<file path="src/rtl/mdu_ctrl_pkg.sv">
// ---------------------------------------------------------------------------
// mdu_ctrl_pkg
// Shared types and constants for the multiply/divide unit controller.
//   mdu_op_t    : operation encoding carried on the 4-bit op field
//   mdu_state_t : controller FSM states
//   MDU_WIDTH, MDU_DIV_ITERS : datapath width and divider iteration count
//   mdu_mag()   : magnitude of a 32-bit operand, optionally treated as signed
// Optional feature macro: MDU_MADD_EN (adds the MUL_ACC state).
// ---------------------------------------------------------------------------
package mdu_ctrl_pkg;

    localparam int MDU_WIDTH     = 32;
    localparam int MDU_DIV_ITERS = 32;

    typedef enum logic [3:0] {
        MDU_NOP   = 4'd0,
        MDU_MULT  = 4'd1,
        MDU_MULTU = 4'd2,
        MDU_DIV   = 4'd3,
        MDU_DIVU  = 4'd4,
        MDU_MTHI  = 4'd5,
        MDU_MTLO  = 4'd6,
        MDU_MADD  = 4'd7,
        MDU_MADDU = 4'd8,
        MDU_MSUB  = 4'd9,
        MDU_MSUBU = 4'd10
    } mdu_op_t;

    typedef enum logic [2:0] {
        ST_IDLE    = 3'd0,
        ST_MUL_PP  = 3'd1,
        ST_MUL_SUM = 3'd2,
        ST_DIV_RUN = 3'd3,
        ST_DIV_FIX = 3'd4
`ifdef MDU_MADD_EN
        ,
        ST_MUL_ACC = 3'd5
`endif
    } mdu_state_t;

    // Absolute value when sgn is set, raw value otherwise. The most negative
    // input maps to 0x80000000, which is its correct unsigned magnitude.
    function automatic logic [31:0] mdu_mag(input logic [31:0] v, input logic sgn);
        return (sgn && v[31]) ? (32'd0 - v) : v;
    endfunction

endpackage

</file>
<file path="src/rtl/mdu_ctrl_if.sv">
// ---------------------------------------------------------------------------
// mdu_ctrl_if
// Request/result bundle between the execute stage and the MDU controller.
//   in_valid/in_ready : request handshake, op/a/b qualified by in_valid
//   flush             : abort any in-flight operation
//   busy              : !in_ready
//   out_valid, hi, lo : completion pulse and the HI/LO registers
//   dbg_state         : controller FSM state, for observation only
// Handshake: a request transfers on a rising edge where in_valid && in_ready
// && !flush. The requester holds op/a/b stable with in_valid high until that
// edge; in_valid raised while in_ready is low is simply not taken.
// out_valid is a single-cycle pulse with no back-pressure.
// ---------------------------------------------------------------------------
interface mdu_ctrl_if;
    import mdu_ctrl_pkg::*;

    logic        in_valid;
    logic        in_ready;
    logic [3:0]  op;
    logic [31:0] a;
    logic [31:0] b;
    logic        flush;
    logic        busy;
    logic        out_valid;
    logic [31:0] hi;
    logic [31:0] lo;
    mdu_state_t  dbg_state;

    modport master (
        output in_valid, op, a, b, flush,
        input  in_ready, busy, out_valid, hi, lo, dbg_state
    );

    modport slave (
        input  in_valid, op, a, b, flush,
        output in_ready, busy, out_valid, hi, lo, dbg_state
    );

endinterface

</file>
<file path="src/rtl/mdu_div_step.sv">
// ---------------------------------------------------------------------------
// mdu_div_step
// One combinational restoring-division step.
//   rem_i, quo_i, divisor_i : current partial remainder, dividend/quotient
//                             shift register and divisor
//   rem_o, quo_o            : values after shifting {rem,quo} left by one and
//                             conditionally subtracting the divisor
// ---------------------------------------------------------------------------
module mdu_div_step (
    input  logic [31:0] rem_i,
    input  logic [31:0] quo_i,
    input  logic [31:0] divisor_i,
    output logic [31:0] rem_o,
    output logic [31:0] quo_o
);

    logic [32:0] shifted;
    logic [32:0] diff;
    logic        fits;

    // The shifted remainder can reach 33 bits, so compare in 33 bits; no
    // borrow out of the subtraction means the divisor fits.
    assign shifted = {rem_i, quo_i[31]};
    assign diff    = shifted - {1'b0, divisor_i};
    assign fits    = ~diff[32];

    assign rem_o = fits ? diff[31:0] : shifted[31:0];
    assign quo_o = {quo_i[30:0], fits};

endmodule

</file>
<file path="src/rtl/mdu_ctrl.sv">
// ---------------------------------------------------------------------------
// mdu_ctrl
// Multiply/divide unit controller. Owns HI/LO, accepts one operation at a
// time and sequences either a two-stage 16x16 partial-product multiply or a
// 32-iteration restoring divide. HI/LO are written on the final edge and
// out_valid pulses in the following cycle.
// Ports:
//   clk    : rising-edge clock
//   reset  : synchronous, active-high
//   mdu    : mdu_ctrl_if slave (handshake, operands, flush, results, state)
// Parameters: WIDTH (only 32), DIV_ITERS (must equal WIDTH).
// Optional feature macro: MDU_MADD_EN enables MADD/MADDU/MSUB/MSUBU through
// an extra MUL_ACC state; without it those ops are accepted as NOPs.
// ---------------------------------------------------------------------------
module mdu_ctrl
    import mdu_ctrl_pkg::*;
#(
    parameter int WIDTH     = MDU_WIDTH,
    parameter int DIV_ITERS = MDU_DIV_ITERS
) (
    input  logic        clk,
    input  logic        reset,
    mdu_ctrl_if.slave   mdu
);

    localparam int         HALF     = WIDTH / 2;
    localparam logic [4:0] CNT_LAST = 5'(DIV_ITERS - 1);

    // ---- state -------------------------------------------------------------
    mdu_state_t  state_q, state_d;
    // opa/opb hold operand magnitudes; during a divide opa is the
    // dividend/quotient shift register and opb the divisor.
    logic [31:0] opa_q, opa_d;
    logic [31:0] opb_q, opb_d;
    logic        neg_q, neg_d;     // result (quotient) needs negation
    logic        rneg_q, rneg_d;   // remainder needs negation
    logic [31:0] p0_q, p0_d, p1_q, p1_d, p2_q, p2_d, p3_q, p3_d;
    logic [31:0] rem_q, rem_d;
    logic [4:0]  cnt_q, cnt_d;
    logic        out_valid_q, out_valid_d;
    logic [31:0] hi_q, hi_d;
    logic [31:0] lo_q, lo_d;
`ifdef MDU_MADD_EN
    logic        acc_q, acc_d;     // accumulate into HI/LO after the product
    logic        sub_q, sub_d;     // subtract rather than add
    logic [63:0] prod_q, prod_d;
`endif

    // ---- decode ------------------------------------------------------------
    mdu_op_t     op_e;
    logic        accept;
    logic        op_mul, op_div, op_signed;
`ifdef MDU_MADD_EN
    logic        op_acc, op_sub;
`endif

    assign op_e   = mdu_op_t'(mdu.op);
    assign accept = mdu.in_valid && (state_q == ST_IDLE) && !mdu.flush;

    // ---- datapath helpers ----------------------------------------------------
    logic [31:0] step_rem, step_quo;
    logic [63:0] mul_sum, mul_result;

    mdu_div_step u_div_step (
        .rem_i     (rem_q),
        .quo_i     (opa_q),
        .divisor_i (opb_q),
        .rem_o     (step_rem),
        .quo_o     (step_quo)
    );

    assign mul_sum = {32'd0, p0_q}
                   + {16'd0, p1_q, 16'd0}
                   + {16'd0, p2_q, 16'd0}
                   + {p3_q, 32'd0};
    assign mul_result = neg_q ? (64'd0 - mul_sum) : mul_sum;

    // ---- next state ----------------------------------------------------------
    always_comb begin
        state_d     = state_q;
        opa_d       = opa_q;
        opb_d       = opb_q;
        neg_d       = neg_q;
        rneg_d      = rneg_q;
        p0_d        = p0_q;
        p1_d        = p1_q;
        p2_d        = p2_q;
        p3_d        = p3_q;
        rem_d       = rem_q;
        cnt_d       = cnt_q;
        out_valid_d = 1'b0;
        hi_d        = hi_q;
        lo_d        = lo_q;
`ifdef MDU_MADD_EN
        acc_d       = acc_q;
        sub_d       = sub_q;
        prod_d      = prod_q;
        op_acc      = (op_e == MDU_MADD) || (op_e == MDU_MADDU) ||
                      (op_e == MDU_MSUB) || (op_e == MDU_MSUBU);
        op_sub      = (op_e == MDU_MSUB) || (op_e == MDU_MSUBU);
`endif
        op_mul      = (op_e == MDU_MULT) || (op_e == MDU_MULTU);
        op_div      = (op_e == MDU_DIV)  || (op_e == MDU_DIVU);
        op_signed   = (op_e == MDU_MULT) || (op_e == MDU_DIV);
`ifdef MDU_MADD_EN
        op_mul      = op_mul || op_acc;
        op_signed   = op_signed || (op_e == MDU_MADD) || (op_e == MDU_MSUB);
`endif

        case (state_q)
            ST_IDLE: begin
                if (accept) begin
                    if (op_e == MDU_MTHI) begin
                        hi_d = mdu.a;
                    end else if (op_e == MDU_MTLO) begin
                        lo_d = mdu.a;
                    end else if (op_mul || op_div) begin
                        opa_d  = mdu_mag(mdu.a, op_signed);
                        opb_d  = mdu_mag(mdu.b, op_signed);
                        neg_d  = op_signed && (mdu.a[31] ^ mdu.b[31]);
                        rneg_d = op_signed && mdu.a[31];
                        rem_d  = 32'd0;
                        cnt_d  = 5'd0;
                        state_d = op_div ? ST_DIV_RUN : ST_MUL_PP;
`ifdef MDU_MADD_EN
                        acc_d  = op_acc;
                        sub_d  = op_sub;
`endif
                    end
                end
            end

            ST_MUL_PP: begin
                p0_d    = opa_q[HALF-1:0]     * opb_q[HALF-1:0];
                p1_d    = opa_q[WIDTH-1:HALF] * opb_q[HALF-1:0];
                p2_d    = opa_q[HALF-1:0]     * opb_q[WIDTH-1:HALF];
                p3_d    = opa_q[WIDTH-1:HALF] * opb_q[WIDTH-1:HALF];
                state_d = ST_MUL_SUM;
            end

            ST_MUL_SUM: begin
`ifdef MDU_MADD_EN
                if (acc_q) begin
                    prod_d  = mul_result;
                    state_d = ST_MUL_ACC;
                end else
`endif
                begin
                    {hi_d, lo_d} = mul_result;
                    out_valid_d  = 1'b1;
                    state_d      = ST_IDLE;
                end
            end

`ifdef MDU_MADD_EN
            ST_MUL_ACC: begin
                {hi_d, lo_d} = sub_q ? ({hi_q, lo_q} - prod_q) : ({hi_q, lo_q} + prod_q);
                out_valid_d  = 1'b1;
                state_d      = ST_IDLE;
            end
`endif

            ST_DIV_RUN: begin
                rem_d = step_rem;
                opa_d = step_quo;
                cnt_d = cnt_q + 5'd1;
                if (cnt_q == CNT_LAST) begin
                    state_d = ST_DIV_FIX;
                end
            end

            ST_DIV_FIX: begin
                lo_d        = neg_q  ? (32'd0 - opa_q) : opa_q;
                hi_d        = rneg_q ? (32'd0 - rem_q) : rem_q;
                out_valid_d = 1'b1;
                state_d     = ST_IDLE;
            end

            default: begin
                state_d = ST_IDLE;
            end
        endcase

        // Flush overrides everything in flight, including the writing edge.
        if (mdu.flush && (state_q != ST_IDLE)) begin
            state_d     = ST_IDLE;
            hi_d        = hi_q;
            lo_d        = lo_q;
            out_valid_d = 1'b0;
        end
    end

    // ---- registers -----------------------------------------------------------
    always_ff @(posedge clk) begin
        if (reset) begin
            state_q     <= ST_IDLE;
            opa_q       <= 32'd0;
            opb_q       <= 32'd0;
            neg_q       <= 1'b0;
            rneg_q      <= 1'b0;
            p0_q        <= 32'd0;
            p1_q        <= 32'd0;
            p2_q        <= 32'd0;
            p3_q        <= 32'd0;
            rem_q       <= 32'd0;
            cnt_q       <= 5'd0;
            out_valid_q <= 1'b0;
            hi_q        <= 32'd0;
            lo_q        <= 32'd0;
`ifdef MDU_MADD_EN
            acc_q       <= 1'b0;
            sub_q       <= 1'b0;
            prod_q      <= 64'd0;
`endif
        end else begin
            state_q     <= state_d;
            opa_q       <= opa_d;
            opb_q       <= opb_d;
            neg_q       <= neg_d;
            rneg_q      <= rneg_d;
            p0_q        <= p0_d;
            p1_q        <= p1_d;
            p2_q        <= p2_d;
            p3_q        <= p3_d;
            rem_q       <= rem_d;
            cnt_q       <= cnt_d;
            out_valid_q <= out_valid_d;
            hi_q        <= hi_d;
            lo_q        <= lo_d;
`ifdef MDU_MADD_EN
            acc_q       <= acc_d;
            sub_q       <= sub_d;
            prod_q      <= prod_d;
`endif
        end
    end

    // ---- outputs -------------------------------------------------------------
    assign mdu.in_ready  = (state_q == ST_IDLE);
    assign mdu.busy      = (state_q != ST_IDLE);
    assign mdu.out_valid = out_valid_q;
    assign mdu.hi        = hi_q;
    assign mdu.lo        = lo_q;
    assign mdu.dbg_state = state_q;

endmodule

</file>
<file path="src/flat_wrapper.sv">
// flat-port wrapper written by rule: the top's interface ports become plain ports
module mdu_ctrl_flat import mdu_ctrl_pkg::*;
#(
    parameter int WIDTH     = MDU_WIDTH,
    parameter int DIV_ITERS = MDU_DIV_ITERS
)
  (clk, reset, mdu_in_valid, mdu_op, mdu_a, mdu_b, mdu_flush, mdu_in_ready, mdu_busy, mdu_out_valid, mdu_hi, mdu_lo, mdu_dbg_state);
  mdu_ctrl_if mdu_i ();
  input  logic clk;
  input  logic reset;
  input wire logic [$bits(mdu_i.in_valid)-1:0] mdu_in_valid;
  input wire logic [$bits(mdu_i.op)-1:0] mdu_op;
  input wire logic [$bits(mdu_i.a)-1:0] mdu_a;
  input wire logic [$bits(mdu_i.b)-1:0] mdu_b;
  input wire logic [$bits(mdu_i.flush)-1:0] mdu_flush;
  output wire logic [$bits(mdu_i.in_ready)-1:0] mdu_in_ready;
  output wire logic [$bits(mdu_i.busy)-1:0] mdu_busy;
  output wire logic [$bits(mdu_i.out_valid)-1:0] mdu_out_valid;
  output wire logic [$bits(mdu_i.hi)-1:0] mdu_hi;
  output wire logic [$bits(mdu_i.lo)-1:0] mdu_lo;
  output wire logic [$bits(mdu_i.dbg_state)-1:0] mdu_dbg_state;
  assign mdu_i.in_valid = mdu_in_valid;
  assign mdu_i.op = mdu_op;
  assign mdu_i.a = mdu_a;
  assign mdu_i.b = mdu_b;
  assign mdu_i.flush = mdu_flush;
  assign mdu_in_ready = mdu_i.in_ready;
  assign mdu_busy = mdu_i.busy;
  assign mdu_out_valid = mdu_i.out_valid;
  assign mdu_hi = mdu_i.hi;
  assign mdu_lo = mdu_i.lo;
  assign mdu_dbg_state = mdu_i.dbg_state;
  mdu_ctrl #(.WIDTH(WIDTH), .DIV_ITERS(DIV_ITERS)) u_core (.clk(clk), .reset(reset), .mdu(mdu_i));
endmodule
</file>
<file path="config.mk">
export PLATFORM = sky130hd
export DESIGN_NAME = mdu_ctrl_flat
export DESIGN_NICKNAME = d
export VERILOG_FILES = /design/src/rtl/mdu_ctrl_pkg.sv /design/src/rtl/mdu_ctrl_if.sv /design/src/rtl/mdu_div_step.sv /design/src/rtl/mdu_ctrl.sv /design/src/flat_wrapper.sv
export SDC_FILE = /design/constraint.sdc
export NUM_CORES = 2
export LEC_CHECK = 0
export CAP_MARGIN = 20
export CORE_MARGIN = 8
export CORE_UTILIZATION = 25
export CTS_CLUSTER_DIAMETER = 150
export DETAILED_ROUTE_END_ITERATION = 8
export SLEW_MARGIN = 20
export SYNTH_ARGS = -nofsm -noshare
export SYNTH_HDL_FRONTEND = slang
export SYNTH_SLANG_ARGS = --single-unit
</file>
<file path="constraint.sdc">
create_clock -name clk -period 9.7 [get_ports clk]
set_input_delay 0.97 -clock clk [delete_from_list [all_inputs] [get_ports clk]]
set_output_delay 0.97 -clock clk [all_outputs]
set_load 0.01 [all_outputs]
</file>
# Word-level counts from Yosys, hierarchy flattened
# Cells that the tools add are included.
# word_totals
register_bits	299
in_bits	72
out_inout_bits	70
word_cells	109
# op_classes
n_addsub	10
n_mul	4
eq_ne	18
n_mux	36
n_bitwise	5
reduce_logical	22
# op_table
op	n
$mux 32	18
$pmux 32 s3	2
$mul 16x16->32	4
$pmux 32 s2	2
$sub 1x32->32 const A	4
$add 64x48->64	1
$add 64x64->64	1
$mux 64	1
$sub 1x64->64 const A	1
$add 32x48->49	1
$sub 33x32->33	1
$mux 5	4
$reduce_and 5->1	4
$mux 3	5
$eq 4x3->1 const B	3
$ne 2x1->1 const B	5
$pmux 5 s2	1
$pmux 3 s3	1
$eq 4x2->1 const B	2
$eq 3x2->1 const B	2
$logic_and 1x1->1	6
$reduce_bool 3->1	2
$add 5x1->5 const B	1
$eq 5x5->1 const B	1
other kinds (14)	22

# Logic depth before layout (Yosys ltp)
# depth
word_depth	9
depth_mapped	32
mapped_depth_nobuf	28

# Hierarchy
# Synthesis repeated with hierarchy kept, for this count alone.
# unflattened
hier_cells	6681
area_unflattened_um2	54917.7
# modules_own_cells
mod	n_inst	cells_each	area_each_um2	seq_area_each_um2
mdu_ctrl	1	6344	52318.9	5985.7
mdu_div_step	1	337	2598.7	0.0

# Least setup slack after synthesis
# Ideal clock, no wire load.
# synth_path
path_type	register to register
from	register u_core.opa_q[10]
to	register u_core.p0_q[24]
setup_time_ns	0.074
t_arrival_ns	6.771
t_required_ns	9.626
path_slack_ns	2.855
stages_incl_launch_ff	25
n_path_buf	2
synth_period_minus_slack_ns	6.845
path_cell_list	dfxtp_1 clkbuf_1 buf_1 nand2_1 fa_1 inv_1 fa_1 inv_1 fa_1 fa_1 inv_1 fa_1 inv_1 fa_1 inv_1 ha_1 a21o_1 a21oi_1 o21ai_0 or2_2 a211o_1 a31o_2 a31o_2 or4b_2 a31oi_1
# synth_via
elab_chain_cells	1
# synth_lines
item	line_no	rtl
start: declaration	mdu_ctrl.sv:33	logic [31:0] opa_q, opa_d;
start signal: assignment	mdu_ctrl.sv:217	opa_q <= opa_d;
$mul 16x16->32	mdu_ctrl.sv:134	p0_d = opa_q[HALF-1:0] * opb_q[HALF-1:0];
end signal: assignment	mdu_ctrl.sv:221	p0_q <= p0_d;
end: declaration	mdu_ctrl.sv:37	logic [31:0] p0_q, p0_d, p1_q, p1_d, p2_q, p2_d, p3_q, p3_d;
# Every way passes these cells.
# A chain may end at the register's enable or synchronous reset.

# Worst setup path after layout
# layout_path
from	register u_core.p1_q[0]
to	register u_core.hi_q[10] (netlist: u_core.mdu.hi[10])
# layout_via
elab_chain_cells	6
# layout_lines
item	line_no	rtl
start: declaration	mdu_ctrl.sv:37	
start signal: assignment	mdu_ctrl.sv:222	p1_q <= p1_d;
$add 32x48->49 (*)	mdu_ctrl.sv:73	+ {16'd0, p1_q, 16'd0}
$add 64x48->64 (*)	mdu_ctrl.sv:74	+ {16'd0, p2_q, 16'd0}
$add 64x64->64 (*)	mdu_ctrl.sv:75	+ {p3_q, 32'd0};
$sub 1x64->64	mdu_ctrl.sv:76	assign mul_result = neg_q ? (64'd0 - mul_sum) : mul_sum;
$mux 64 (*)	mdu_ctrl.sv:76	
$pmux 32 s3 (*)	mdu_ctrl.sv:110	case (state_q)
end signal: assignment	mdu_ctrl.sv:228	hi_q <= hi_d;
end: declaration	mdu_ctrl.sv:41	logic [31:0] hi_q, hi_d;
# Every way passes the cells marked *; elsewhere a longest branch is shown, timed or not.

==> flow_metrics.tcl <==
set metrics [dict create \
    status "completed" \
    ir_drop_v 0.0001071 \
    clkLatencyLatePin_ns 0.63 \
    die_area_sq_um 236400 \
    worstReg2RegEnd "u_core.mdu.hi[10]$_SDFFE_PP0P_" \
    r2r-start "u_core.p1_q[0]$_SDFFE_PP0P_" \
    grt-ovfl-total 0 \
    chipHeight_um 486.2 \
    rsz0062_at_grt "no" \
    antenna_found_initial 12 \
    p_leak_nw 27.18 \
    dp_hpwl_mm 162.0 \
    wl_met2_mm 87.45 \
    io_pins 142 \
    top_layer_used "met5" \
    viasPerCell 5.008 \
    syn_avg_cell_area_sq_um 8.099 \
    clock_tree.root_cell "clkbuf_16" \
    synthesis.nets 8213 \
    final_cell_mix "1,089 x nand2_1, 1,060 x inv_1, 795 x fa_1" \
    finalPower_mw 3.549 \
    worstHoldPathType "reg -> reg" \
    dr.pass1.iters 8 \
    hold_buffers 0 \
    post_drt_wl_per_cell_um 21.14 \
    period_minus_slack_ns 7.943 \
    cts_made_buffers 41 \
    drt-met1-wl_mm 85.38 \
    drtAntennaViolNets 0 \
    synth_edf_count 0 \
    max_stage_delay_ns 0.81 \
    worstPathArrival_ns 8.41 \
    n_fill_cell 23580 \
    yosys-top-cells-area "fa_1 29%, ha_1 12%, dfxtp_1 11%" \
    synth_ff_type "dfxtp_1" \
    hold_viol 0 \
    drtIter0Drc 4511 \
    place_congestion 0.9577 \
    netlist_area_sq_um 55270 \
    synth.distinct_cells 95 \
    vias 48600 \
    h-tree-depth 2 \
    cp-end-kind "register" \
    die_w_um 486.2 \
    drcViolationCount 0 \
    core_area_sq_um 219700 \
    wl_mm 205.1 \
    synth_top_cell_area_share_pct 28.80 \
    async_reset_ff_share_pct 0 \
    critPathKind "reg -> reg" \
    drv_slew 0 \
    area_delta_synth_final_pct 10.77 \
    cp_max_fo 9 \
    final.setup.tns_ns 0 \
    max_slew_margin_pct 17.96 \
    initial_core_util_pct 25.15 \
    setup_viol 0 \
    postCtsSetupBuffers 0 \
    cap_violations 0 \
    fmax_mhz 125.9 \
    period_share_pct 81.88 \
    io_buffers 141 \
    fin_nets 8100 \
    clk_pin_slew_ns 0.06 \
    worstHoldStart "u_core.p1_q[8]$_SDFFE_PP0P_" \
    mostFrequentLayoutCell "nand2_1" \
    power_density_nw_per_um2 57.98 \
    hold_ws_ns 0.4540 \
    min_to "u_core.p1_q[8]$_SDFFE_PP0P_" \
    ys_ff_latch 299 \
    cts_resized 0 \
    seq_area_sq_um 6001 \
    yosysWarnings 0 \
    rows 172 \
    slowest_stage "a221oi_1" \
    grt_first_pass_wirelength_mm 307.3 \
    cts_tree "yes" \
    worstPathRequired_ns 10.17 \
    multi_input_area_sq_um 43810 \
    cts_buffer_depth 3 \
    yosys.area.top_type "fa_1" \
    clock_skew_ns 0.03514 \
    syn_inst 6824 \
    rrSetupSlack_ns 1.76 \
    seq_area_frac_synth_pct 10.83 \
    critPathLaunchType "register" \
    worstMarginPinSlew_ns 1.231 \
    wl_met3_mm 19.86 \
    grt_max_degree 122 \
    cts_num_sinks 299 \
    track_usage_pct 16.70 \
    first_global_vias 48900 \
    whs_path_depth 2 \
    drive_gt1_share_pct 3.874 \
    ff2ff_path_depth 26 \
    post-route-util_pct 27.86 \
]
Yosys cell counts, types with 11 or more instances:
master / n
nand2_1: 1089
inv_1: 1060
fa_1: 795
ha_1: 522
a21oi_1: 354
clkbuf_1: 354
and2_1: 331
nor2_1: 327
dfxtp_1: 299
xnor2_1: 208
o21ai_0: 198
xor2_1: 146
a21o_1: 104
nor3_1: 85
nand3_1: 79
a211oi_1: 74
o31ai_1: 50
buf_1: 46
or3_1: 43
a31oi_1: 38
and3_1: 38
mux2i_1: 38
a221oi_1: 34
a22oi_1: 32
o211ai_1: 29
nand4_1: 28
o21bai_1: 28
nor4_1: 27
o41ai_1: 25
or4_1: 24
nor2b_1: 22
o21a_1: 21
a22o_1: 20
nand2b_1: 17
or2_2: 15
and4_1: 13
a2111oi_0: 12
nor3b_1: 12
a311oi_1: 11
a31o_2: 11
metrics by stage:
step | cell area (sq um) | cells | setup WS [ns]
global route | 61200 | 9695 | 1.141
detailed placement | 59820 | 9626 | 1.898
finish | 61220 | 9703 | 1.757
CTS | 61200 | 9695 | 1.844
global placement | 59810 | 9626 | 1.925
floorplan | 55270 | 6824 | 2.855
report_power, final:
| part | total (mW) | internal [mW] | switching, mW |
|---|---|---|---|
| combinational | 0.640 | 0.213 | 0.427 |
| clock | 1.62 | 0.947 | 0.674 |
| sequential | 1.29 | 1.24 | 0.0457 |
| total | 3.55 | 2.40 | 1.15 |
state kept, by name, indices dropped and copies added, names as in the netlist, 3 cells and up:
signal	cells
u_core.opb_q	32
u_core.opa_q	32
u_core.p0_q	32
u_core.p2_q	32
u_core.mdu.hi	32
u_core.cnt_q	5
u_core.p1_q	32
u_core.mdu.lo	32
u_core.rem_q	32
u_core.p3_q	32
u_core.mdu.dbg_state	3
layer usage:
layer / up-vias / global-route usage, %
li1: 21700 / -
met1: 24230 / 22.04
met2: 2201 / 25.48
met3: 460 / 4.005
met4: 4 / 8.388
met5: - / 0
worst max-delay path, delay by kind of cell (launching register included):
family / cells / cell delay [ns]
AO/OA/AOI/OAI: 14 / 4.19
AND/OR/NAND/NOR: 4 / 1.12
XOR/XNOR: 3 / 0.64
buffers and inverters: 1 / 0.06
flip-flops: 1 / 0.34
adder cells (fa/ha/maj): 4 / 1.44
cells by family (layout without fill, tap and decap cells):
family | after synthesis | in the layout | synth area share, %
DFF | 299 | 299 | 10.83
muxes | 40 | 40 | 0.7290
other | 0 | 8 | 0
AOI/OAI and AO/OA | 1154 | 1154 | 13.80
adders and majority gates | 1317 | 1317 | 40.62
and+or+nand+nor | 2190 | 2190 | 18.39
buffers and inverters | 1470 | 1383 | 10.02
xor gates and xnor gates | 354 | 354 | 5.610
area by class of cell:
cell class	instances	share of cell area, %
Multi-Input combinational cell	5055	71.55
Tap cell	2958	6.045
Antenna cell	8	0.03270
Clock buffer	54	1.888
Clock inverter	15	0.3577
Inverter	1060	6.499
Timing Repair Buffer	254	3.820
Sequential cell	299	9.802
how the worst max path moves through the flow:
stage	start	end	slack [ns]	depth (start not counted)
6_report	u_core.p1_q[0]$_SDFFE_PP0P_	u_core.mdu.hi[10]$_SDFFE_PP0P_	1.76	26
5_1_grt	u_core.p1_q[0]$_SDFFE_PP0P_	u_core.mdu.hi[31]$_SDFFE_PP0P_	1.14	27
4_1_cts	u_core.p1_q[0]$_SDFFE_PP0P_	u_core.mdu.hi[10]$_SDFFE_PP0P_	1.84	26
3_5_place_dp	u_core.p1_q[0]$_SDFFE_PP0P_	u_core.mdu.hi[10]$_SDFFE_PP0P_	1.90	26
3_3_place_gp	u_core.p1_q[1]$_SDFFE_PP0P_	u_core.mdu.hi[31]$_SDFFE_PP0P_	1.93	25
2_1_floorplan	u_core.opa_q[10]$_SDFFE_PP0P_	u_core.p0_q[24]$_SDFFE_PP0P_	2.86	24
No activity file was read; power rests on OpenSTA's default activity.
